$ cat src/rtl/alu16_pkg.sv
// Shared types for the 16-bit ALU sequencer: FSM state, op codes, requester id.
// Imported by the interface, the arbiter and the top.
package alu16_pkg;

    typedef enum logic [1:0] {
        IDLE = 2'd0,
        WAIT = 2'd1,
        RESP = 2'd2
    } state_e;

    typedef logic [1:0] op_t;
    typedef logic       req_id_t;

    localparam op_t OP_ADD = 2'b00;
    localparam op_t OP_SUB = 2'b01;
    localparam op_t OP_MUL = 2'b10;
    localparam op_t OP_SHR = 2'b11;

endpackage

$ cat src/rtl/alu16_arbiter_if.sv
// Bundle of the two request channels, the ALU operand/result bus and the
// response channel. master = clients + ALU side, slave = the arbiter block.
interface alu16_arbiter_if;
    import alu16_pkg::*;

    logic        req0_valid;
    logic        req0_ready;
    logic [15:0] req0_a;
    logic [15:0] req0_b;
    op_t         req0_op;

    logic        req1_valid;
    logic        req1_ready;
    logic [15:0] req1_a;
    logic [15:0] req1_b;
    op_t         req1_op;

    logic [15:0] alu_a;
    logic [15:0] alu_b;
    op_t         alu_sel;
    logic [31:0] alu_out;

    logic        rsp_valid;
    logic        rsp_ready;
    logic [31:0] rsp_data;
    req_id_t     rsp_id;
    logic        busy;

    modport master (
        output req0_valid, req0_a, req0_b, req0_op,
        output req1_valid, req1_a, req1_b, req1_op,
        input  req0_ready, req1_ready,
        input  alu_a, alu_b, alu_sel,
        output alu_out,
        input  rsp_valid, rsp_data, rsp_id, busy,
        output rsp_ready
    );

    modport slave (
        input  req0_valid, req0_a, req0_b, req0_op,
        input  req1_valid, req1_a, req1_b, req1_op,
        output req0_ready, req1_ready,
        output alu_a, alu_b, alu_sel,
        input  alu_out,
        output rsp_valid, rsp_data, rsp_id, busy,
        input  rsp_ready
    );

endinterface

$ cat src/rtl/rr_arb2.sv
// Two-way round-robin arbiter. Ports: clk, reset (sync, active-high),
// en_i (grant allowed), req_i[1:0], gnt_o[1:0] one-hot (combinational).
module rr_arb2 (
    input  logic       clk,
    input  logic       reset,
    input  logic       en_i,
    input  logic [1:0] req_i,
    output logic [1:0] gnt_o
);

    // Index of the most recent winner; reset to 1 so port 0 wins the first tie.
    logic last_q;
    logic last_d;

    always_comb begin
        gnt_o = 2'b00;
        if (en_i) begin
            unique case (req_i)
                2'b01:   gnt_o = 2'b01;
                2'b10:   gnt_o = 2'b10;
                2'b11:   gnt_o = last_q ? 2'b01 : 2'b10;
                default: gnt_o = 2'b00;
            endcase
        end
    end

    always_comb begin
        last_d = last_q;
        if (|gnt_o) begin
            last_d = gnt_o[1];
        end
    end

    always_ff @(posedge clk) begin
        if (reset) begin
            last_q <= 1'b1;
        end else begin
            last_q <= last_d;
        end
    end

endmodule

$ cat src/rtl/alu16_arbiter.sv
// Shares one 16-bit ALU between two requesters: round-robin grant, hold
// operands ALU_LAT cycles, capture the 32-bit result, return it tagged.
// Ports: clk, reset (sync, active-high), bus (alu16_arbiter_if.slave),
// stat_grants0/1 (STAT_W-bit saturating grant counts, only with
// ALU_ARB_STATS_EN defined).
module alu16_arbiter
    import alu16_pkg::*;
#(
    parameter int ALU_LAT = 2,
    parameter int STAT_W  = 16
) (
    input  logic              clk,
    input  logic              reset,
    alu16_arbiter_if.slave    bus
`ifdef ALU_ARB_STATS_EN
    ,
    output logic [STAT_W-1:0] stat_grants0,
    output logic [STAT_W-1:0] stat_grants1
`endif
);

    if (ALU_LAT < 1 || ALU_LAT > 15) begin : g_lat_chk
        $error("ALU_LAT must be in 1..15");
    end
    if (STAT_W < 1) begin : g_sw_chk
        $error("STAT_W must be at least 1");
    end

    localparam logic [3:0] LAT_M1 = 4'(ALU_LAT - 1);

    state_e      state_q, state_d;
    logic [3:0]  cnt_q, cnt_d;
    logic [15:0] a_q, a_d;
    logic [15:0] b_q, b_d;
    op_t         sel_q, sel_d;
    logic [31:0] data_q, data_d;
    req_id_t     id_q, id_d;
    logic [1:0]  gnt;

    // Grants only in IDLE, so the accept cycle of a response never grants.
    rr_arb2 u_arb (
        .clk   (clk),
        .reset (reset),
        .en_i  (state_q == IDLE),
        .req_i ({bus.req1_valid, bus.req0_valid}),
        .gnt_o (gnt)
    );

    assign bus.req0_ready = gnt[0];
    assign bus.req1_ready = gnt[1];
    assign bus.alu_a      = a_q;
    assign bus.alu_b      = b_q;
    assign bus.alu_sel    = sel_q;
    assign bus.rsp_data   = data_q;
    assign bus.rsp_id     = id_q;
    assign bus.rsp_valid  = (state_q == RESP);
    assign bus.busy       = (state_q != IDLE);

    always_comb begin
        state_d = state_q;
        cnt_d   = cnt_q;
        a_d     = a_q;
        b_d     = b_q;
        sel_d   = sel_q;
        data_d  = data_q;
        id_d    = id_q;
        unique case (state_q)
            IDLE: begin
                if (|gnt) begin
                    state_d = WAIT;
                    cnt_d   = LAT_M1;
                    id_d    = gnt[1];
                    a_d     = gnt[1] ? bus.req1_a  : bus.req0_a;
                    b_d     = gnt[1] ? bus.req1_b  : bus.req0_b;
                    sel_d   = gnt[1] ? bus.req1_op : bus.req0_op;
                end
            end
            WAIT: begin
                if (cnt_q == 4'd0) begin
                    data_d  = bus.alu_out;
                    state_d = RESP;
                end else begin
                    cnt_d = cnt_q - 4'd1;
                end
            end
            RESP: begin
                if (bus.rsp_ready) begin
                    state_d = IDLE;
                end
            end
            default: state_d = IDLE;
        endcase
    end

    always_ff @(posedge clk) begin
        if (reset) begin
            state_q <= IDLE;
            cnt_q   <= 4'd0;
            a_q     <= 16'd0;
            b_q     <= 16'd0;
            sel_q   <= 2'b00;
            data_q  <= 32'd0;
            id_q    <= 1'b0;
        end else begin
            state_q <= state_d;
            cnt_q   <= cnt_d;
            a_q     <= a_d;
            b_q     <= b_d;
            sel_q   <= sel_d;
            data_q  <= data_d;
            id_q    <= id_d;
        end
    end

`ifdef ALU_ARB_STATS_EN
    logic [STAT_W-1:0] g0_q, g1_q;

    // Saturate at all-ones rather than wrapping.
    always_ff @(posedge clk) begin
        if (reset) begin
            g0_q <= '0;
            g1_q <= '0;
        end else begin
            if (gnt[0] && !(&g0_q)) begin
                g0_q <= g0_q + STAT_W'(1);
            end
            if (gnt[1] && !(&g1_q)) begin
                g1_q <= g1_q + STAT_W'(1);
            end
        end
    end

    assign stat_grants0 = g0_q;
    assign stat_grants1 = g1_q;
`endif

endmodule

$ cat src/flat_wrapper.sv
// flat-port wrapper written by rule: the top's interface ports become plain ports
module alu16_arbiter_flat import alu16_pkg::*;
#(
    parameter int ALU_LAT = 2,
    parameter int STAT_W  = 16
)
  (clk, reset, bus_req0_valid, bus_req0_a, bus_req0_b, bus_req0_op, bus_req1_valid, bus_req1_a, bus_req1_b, bus_req1_op, bus_req0_ready, bus_req1_ready, bus_alu_a, bus_alu_b, bus_alu_sel, bus_alu_out, bus_rsp_valid, bus_rsp_data, bus_rsp_id, bus_busy, bus_rsp_ready);
  alu16_arbiter_if bus_i ();
  input  logic clk;
  input  logic reset;
  input wire logic [$bits(bus_i.req0_valid)-1:0] bus_req0_valid;
  input wire logic [$bits(bus_i.req0_a)-1:0] bus_req0_a;
  input wire logic [$bits(bus_i.req0_b)-1:0] bus_req0_b;
  input wire logic [$bits(bus_i.req0_op)-1:0] bus_req0_op;
  input wire logic [$bits(bus_i.req1_valid)-1:0] bus_req1_valid;
  input wire logic [$bits(bus_i.req1_a)-1:0] bus_req1_a;
  input wire logic [$bits(bus_i.req1_b)-1:0] bus_req1_b;
  input wire logic [$bits(bus_i.req1_op)-1:0] bus_req1_op;
  output wire logic [$bits(bus_i.req0_ready)-1:0] bus_req0_ready;
  output wire logic [$bits(bus_i.req1_ready)-1:0] bus_req1_ready;
  output wire logic [$bits(bus_i.alu_a)-1:0] bus_alu_a;
  output wire logic [$bits(bus_i.alu_b)-1:0] bus_alu_b;
  output wire logic [$bits(bus_i.alu_sel)-1:0] bus_alu_sel;
  input wire logic [$bits(bus_i.alu_out)-1:0] bus_alu_out;
  output wire logic [$bits(bus_i.rsp_valid)-1:0] bus_rsp_valid;
  output wire logic [$bits(bus_i.rsp_data)-1:0] bus_rsp_data;
  output wire logic [$bits(bus_i.rsp_id)-1:0] bus_rsp_id;
  output wire logic [$bits(bus_i.busy)-1:0] bus_busy;
  input wire logic [$bits(bus_i.rsp_ready)-1:0] bus_rsp_ready;
  assign bus_i.req0_valid = bus_req0_valid;
  assign bus_i.req0_a = bus_req0_a;
  assign bus_i.req0_b = bus_req0_b;
  assign bus_i.req0_op = bus_req0_op;
  assign bus_i.req1_valid = bus_req1_valid;
  assign bus_i.req1_a = bus_req1_a;
  assign bus_i.req1_b = bus_req1_b;
  assign bus_i.req1_op = bus_req1_op;
  assign bus_req0_ready = bus_i.req0_ready;
  assign bus_req1_ready = bus_i.req1_ready;
  assign bus_alu_a = bus_i.alu_a;
  assign bus_alu_b = bus_i.alu_b;
  assign bus_alu_sel = bus_i.alu_sel;
  assign bus_i.alu_out = bus_alu_out;
  assign bus_rsp_valid = bus_i.rsp_valid;
  assign bus_rsp_data = bus_i.rsp_data;
  assign bus_rsp_id = bus_i.rsp_id;
  assign bus_busy = bus_i.busy;
  assign bus_i.rsp_ready = bus_rsp_ready;
  alu16_arbiter #(.ALU_LAT(ALU_LAT), .STAT_W(STAT_W)) u_core (.clk(clk), .reset(reset), .bus(bus_i));
endmodule
$ cat config.mk
export PLATFORM = sky130hd
export DESIGN_NAME = alu16_arbiter_flat
export DESIGN_NICKNAME = d
export VERILOG_FILES = /design/src/rtl/alu16_pkg.sv /design/src/rtl/alu16_arbiter_if.sv /design/src/rtl/rr_arb2.sv /design/src/rtl/alu16_arbiter.sv /design/src/flat_wrapper.sv
export SDC_FILE = /design/constraint.sdc
export NUM_CORES = 1
export LEC_CHECK = 0
export BUFFER_PORTS_ARGS = -buffer_cell sky130_fd_sc_hd__buf_2
export CORE_MARGIN = 2
export CORE_UTILIZATION = 40
export DETAILED_ROUTE_END_ITERATION = 7
export GPL_ROUTABILITY_DRIVEN = 0
export HOLD_SLACK_MARGIN = 0.02
export PLACE_DENSITY = 0.74
export SYNTH_ARGS = -nofsm -noshare
export SYNTH_HDL_FRONTEND = slang
export SYNTH_SLANG_ARGS = --single-unit
$ cat constraint.sdc
create_clock -name clk -period 4.9 [get_ports clk]
set_input_delay 0.98 -clock clk [delete_from_list [all_inputs] [get_ports clk]]
set_output_delay 0.98 -clock clk [all_outputs]
set_load 0.02 [all_outputs]
Word-level counts from Yosys, hierarchy flattened
Cells that the tools add are included.
{"block": "op_classes", "addsub": 1, "eq_ne": 9, "n_mux": 13, "reduce_logical": 9}
{"op": "2-to-1 mux 16 bit", "n": 2}
{"op": "2-to-1 mux 2 bit", "n": 6}
{"op": "one-hot mux 2 bit (3 select lines)", "n": 2}
{"op": "2-to-1 mux 4 bit", "n": 2}
{"op": "one-hot mux 4 bit (2 select lines)", "n": 1}
{"op": "== test 2 bit, second input constant", "n": 3}
{"op": "inequality test 2 x 1 -> 1 bit, second input constant", "n": 3}
{"op": "AND reduction 3 bit", "n": 2}
{"op": "== test 2 x 1 -> 1 bit, second input constant", "n": 2}
{"op": "logical NOT 4 bit", "n": 1}
{"op": "AND reduction 2 bit", "n": 2}
{"op": "nonzero test 2 bit", "n": 2}
{"op": "subtractor 4 x 1 -> 4 bit, second input constant", "n": 1}
{"op": "logical NOT 2 bit", "n": 1}
{"op": "inequality test 2 bit, second input constant", "n": 1}
{"op": "OR reduction 2 bit", "n": 1}
{"block": "word_totals", "ff_bits": 74, "in_bits": 105, "wordCells": 40}

Logic depth before layout (Yosys ltp)
{"block": "depth", "depth_word": 6, "mapped_depth": 7}

By module
A second synthesis with hierarchy kept.
{"block": "hier_totals", "cells_unflattened": 355, "area_unflattened_um2": 3189.3}
{"module": "alu16_arbiter", "n_inst": 1, "cells_each": 347, "area_per_inst_um2": 3130.5, "seq_area_each_um2": 1461.4}
{"module": "rr_arb2", "n_inst": 1, "cells_each": 8, "area_per_inst_um2": 58.8, "seq_area_each_um2": 20.0}

Least setup slack after synthesis
No wires, ideal clock.
{"block": "synth_timing", "path_type": "input to output", "start": "in bus_req0_valid", "end": "out bus_req1_ready", "arrival_time_ns": 2.055, "path_slack_ns": 1.865, "path_stages": 6, "cell_sequence": "a211o_1 > buf_2 > or2_1 > buf_2 > buf_6 > inv_1"}
{"block": "synth_between", "elab_chain_len": 3, "word_cells_on_any_way": 5, "classes_between": "3 x eq/ne; 2 x mux"}
{"item": "start, declared", "line_no": "flat_wrapper.sv:11", "source": "input wire logic [$bits(bus_i.req0_valid)-1:0] bus_req0_valid;"}
{"item": "== test 2 bit / == test 2 x 1 -> 1 bit (equally long branches)", "line_no": "rr_arb2.sv:18", "source": "unique case (req_i)"}
{"item": "one-hot mux 2 bit (3 select lines) *", "line_no": "rr_arb2.sv:18"}
{"item": "2-to-1 mux 2 bit *", "line_no": "rr_arb2.sv:17", "source": "if (en_i) begin"}
{"item": "end, declared", "line_no": "flat_wrapper.sv:20", "source": "output wire logic [$bits(bus_i.req1_ready)-1:0] bus_req1_ready;"}
Every way passes the cells marked *; elsewhere a longest branch is shown, timed or not.

Worst setup path in the final report
Ends and elaborated chain as after synthesis.

==> summary.md <==
| Metric | Value |
|---|---|
| Status | complete, no violations |
| Reg2reg path depth | 3 |
| Fmax | 0.289 GHz |
| Port Buf Inserts | 175 |
| Most used cell, CP | buf_2 |
| Leak | 0.00190 uW |
| PwrDens | 400 nW/um2 |
| Worst Skew | 0.0122 ns |
| Seq cells post-synth | 74 |
| Initial antenna violation count | 0 |
| Final Util | 0.543 |
| Fin crit share | 0.707 |
| Top cells by count, synth | dfxtp_1 (74), a21oi_1 (70), nor3_1 (69), clkbuf_1 (40), o21ai_0 (34) |
| VDD IR max | 207 uV |
| Worst skew pair latency | 0.34 ns |
| Ranking of synthesized cells by area | dfxtp_1 (43%), a2111oi_2 (12%), a21oi_1 (10%) |
| Worst Path Arrival | 2.49 ns |
| Worst setup startpoint | bus_req0_valid |
| Core Box Area | 8260 um2 |
| R2r setup slk | 2.74 ns |
| Vias | 3742 |
| Max Cap Viol | 0 |
| Yosys top cell area share | 0.433 |
| Die area | 9300 um2 |
| Pin count of the biggest net entering global routing | 44 |
| CP top delay family | simple AND/OR/NAND/NOR gates |
| Die height | 96.5 um |
| RSZ-0062 raised after global routing | no |
| CTS Hold Bufs | 0 |
| Layout overhead on the synthesized area | 31.1% |
| Post-synth EDFFs | 0 |
| Final layout net count | 649 |
| YS warnings | 0 |
| Pwr Total | 1790 uW |
| Share of flip-flops with an asynchronous set or reset | 0 |
| Total negative slack | 0 ns |
| Worst path max stage delay | 0.67 ns |
| CP Cell Sequence | buf_2, a211o_1, or2_2, inv_1, buf_2 |
| Yosys cell types | 31 |
| Top-count cell post-synth | dfxtp_1 |
| I/O pin cnt | 176 |
| CTS tree | yes |
| Hold Crit Start | u_core.bus.rsp_data[19] |
| Final hold viol count | 0 |
| Critical path class | input pin to output pin |
| Sequential share of the synthesized area | 0.433 |
| Final WS setup | 1.43 ns |
| CTS buffer count | 9 |
| Syn nets | 504 |
| ANT cells | 0 |
| Layout cells sized above 1 | 0.428 |
| Post-Syn Area | 3420 um2 |
| Die X | 96.5 um |
| DR pass1 iterations | 5 |
| Origin of the critical flop-to-flop path | u_core.state_q[1] |
| Type of origin of the critical path | input pin |
| Post-CTS setup buffer count | 0 |
| Clock Path Buffers | 2 |
| DR vias/cell | 5.74 |
| Initial Util | 0.414 |
| H-tree Lvls | 3 |
| Class of the worst hold path | flip-flop to flip-flop |
| Tot GR Track Use | 0.220 |
| Max Slew Vio Count | 0 |
| WP buf/inv | 3 |
| Pre-CTS setup slack | 1.43 ns |
| Clk root buf | clkbuf_8 |
| Setup crit end | bus_req1_ready |
| WP depth | 5 |
| Initial DRC Count | 160 |
| Setup crit end kind | output pin |
| Synth area leader | dfxtp_1 |
| Vias in the first global route | 3509 |
| Row cnt | 33 |
| CTS sink cnt | 74 |
| Routed Antenna Nets | 0 |
| Drt drc | 0 |
| Worst-path fanout max | 36 |
| CTS clk-pin slew, worst paths | 0.08 ns |
| GR Overflow Total | 0 |
| First-pass GRT wire length | 16.2 mm |
| Minimum clock period | 3.47 ns |
| Final WL | 10.7 mm |
| # setup viols final | 0 |
| Ys flop type | dfxtp_1 |
| Wire per inst | 16.4 um |
| Hold WS | 0.474 ns |
| CP required | 3.92 ns |
| Slowest cell on crit path | or2_2 |
| Worst slew margin | 0.193 |
| Cts repair resizes | 0 |
| Worst-margin pin slew | 1.21 ns |
| Syn Area/Cell | 8.61 um2 |
| Cells after Synth | 397 |
| Post-DP HPWL | 6.98 mm |
| R2r endpoint | u_core.cnt_q[2] |
[layout make-up]
class	instances	area (um2)
inverters	8	30.0
clock buffers	9	124
repair buffers	183	936
flip-flops and latches	74	1480
clock inverters	7	70.1
fillers	758	3780
well taps	105	131
multi-input cells	266	1710
[routing by layer]
| layer | vias to the layer above | track usage | share of wire |
|---|---|---|---|
| li1 | 1785 | - | - |
| met1 | 1759 | 0.263 | 0.42 |
| met2 | 188 | 0.374 | 0.47 |
| met3 | 10 | 0.0636 | 0.10 |
| met4 | 0 | 0.0798 | 0.011 |
| met5 | - | 0 | 0 |
[state kept, by name, summed over array words and instances (netlist names)]
| signal | flops |
|---|---|
| u_core.bus.rsp_id | 1 |
| u_core.state_q | 2 |
| u_core.cnt_q | 4 |
| u_core.bus.alu_b | 16 |
| u_core.bus.alu_a | 16 |
| u_core.bus.alu_sel | 2 |
| u_core.bus.rsp_data | 32 |
| u_core.u_arb.last_q | 1 |
[cell families (layout without fill, tap and decap cells)]
logic type / count (synthesis) / count (layout) / share of synthesized area
and+or+nand+nor: 117 / 117 / 0.177
AOI/OAI and AO/OA: 147 / 147 / 0.311
adders and majority gates: 2 / 2 / 0.00732
DFF: 74 / 74 / 0.433
buffers and inverters: 57 / 207 / 0.0710
[per-stage QoR]
| step | instance area (um2) | cells |
|---|---|---|
| 3_3_place_gp | 4290 | 636 |
| 2_1_floorplan | 3420 | 397 |
| 6_report | 4480 | 652 |
| 3_5_place_dp | 4290 | 636 |
| 4_1_cts | 4480 | 652 |
| 5_1_grt | 4480 | 652 |
[placed cells by master (no fill, tap or decap), types with 2 or more instances in the layout]
master     synthesis  routed
or3_1              2       2
a211o_1            2       2
inv_1              7       7
clkinv_4           0       2
or2_2              1       2
or4_1              2       2
a2111oi_0          6       6
dfxtp_1           74      74
o21ai_0           34      34
buf_2              5     175
clkinv_2           0       3
a211oi_1           2       2
clkbuf_8           0       9
a2111oi_2         28      28
a21oi_1           70      70
ha_1               2       2
buf_4              0       8
nor2_2             0       2
nor3_1            69      69
nand3_1           33      33
[where the power goes]
group	internal, uW	switching, uW	total, uW
logic	207	401	608
clock network	234	229	463
registers	679	42.0	721
total	1120	672	1790
[worst reg2reg max path: stages, from the launching register on]
cell and delay, ns:
dfxtp_1 0.36, nand2b_1 0.72, or4_1 0.73, a221oi_1 0.26
[how the worst min path moves through the flow]
stage / slack, ns / end / cells after the start
6_report: 0.47 / u_core.bus.rsp_data[19] / 2
5_1_grt: 0.50 / u_core.bus.rsp_data[14] / 2
4_1_cts: 0.47 / u_core.bus.rsp_data[6] / 2
3_5_place_dp: 0.46 / u_core.bus.rsp_data[20] / 2
3_3_place_gp: 0.46 / u_core.bus.rsp_data[13] / 2
2_1_floorplan: 0.46 / u_core.u_arb.last_q / 1
Power figures use the tool's default switching activity.
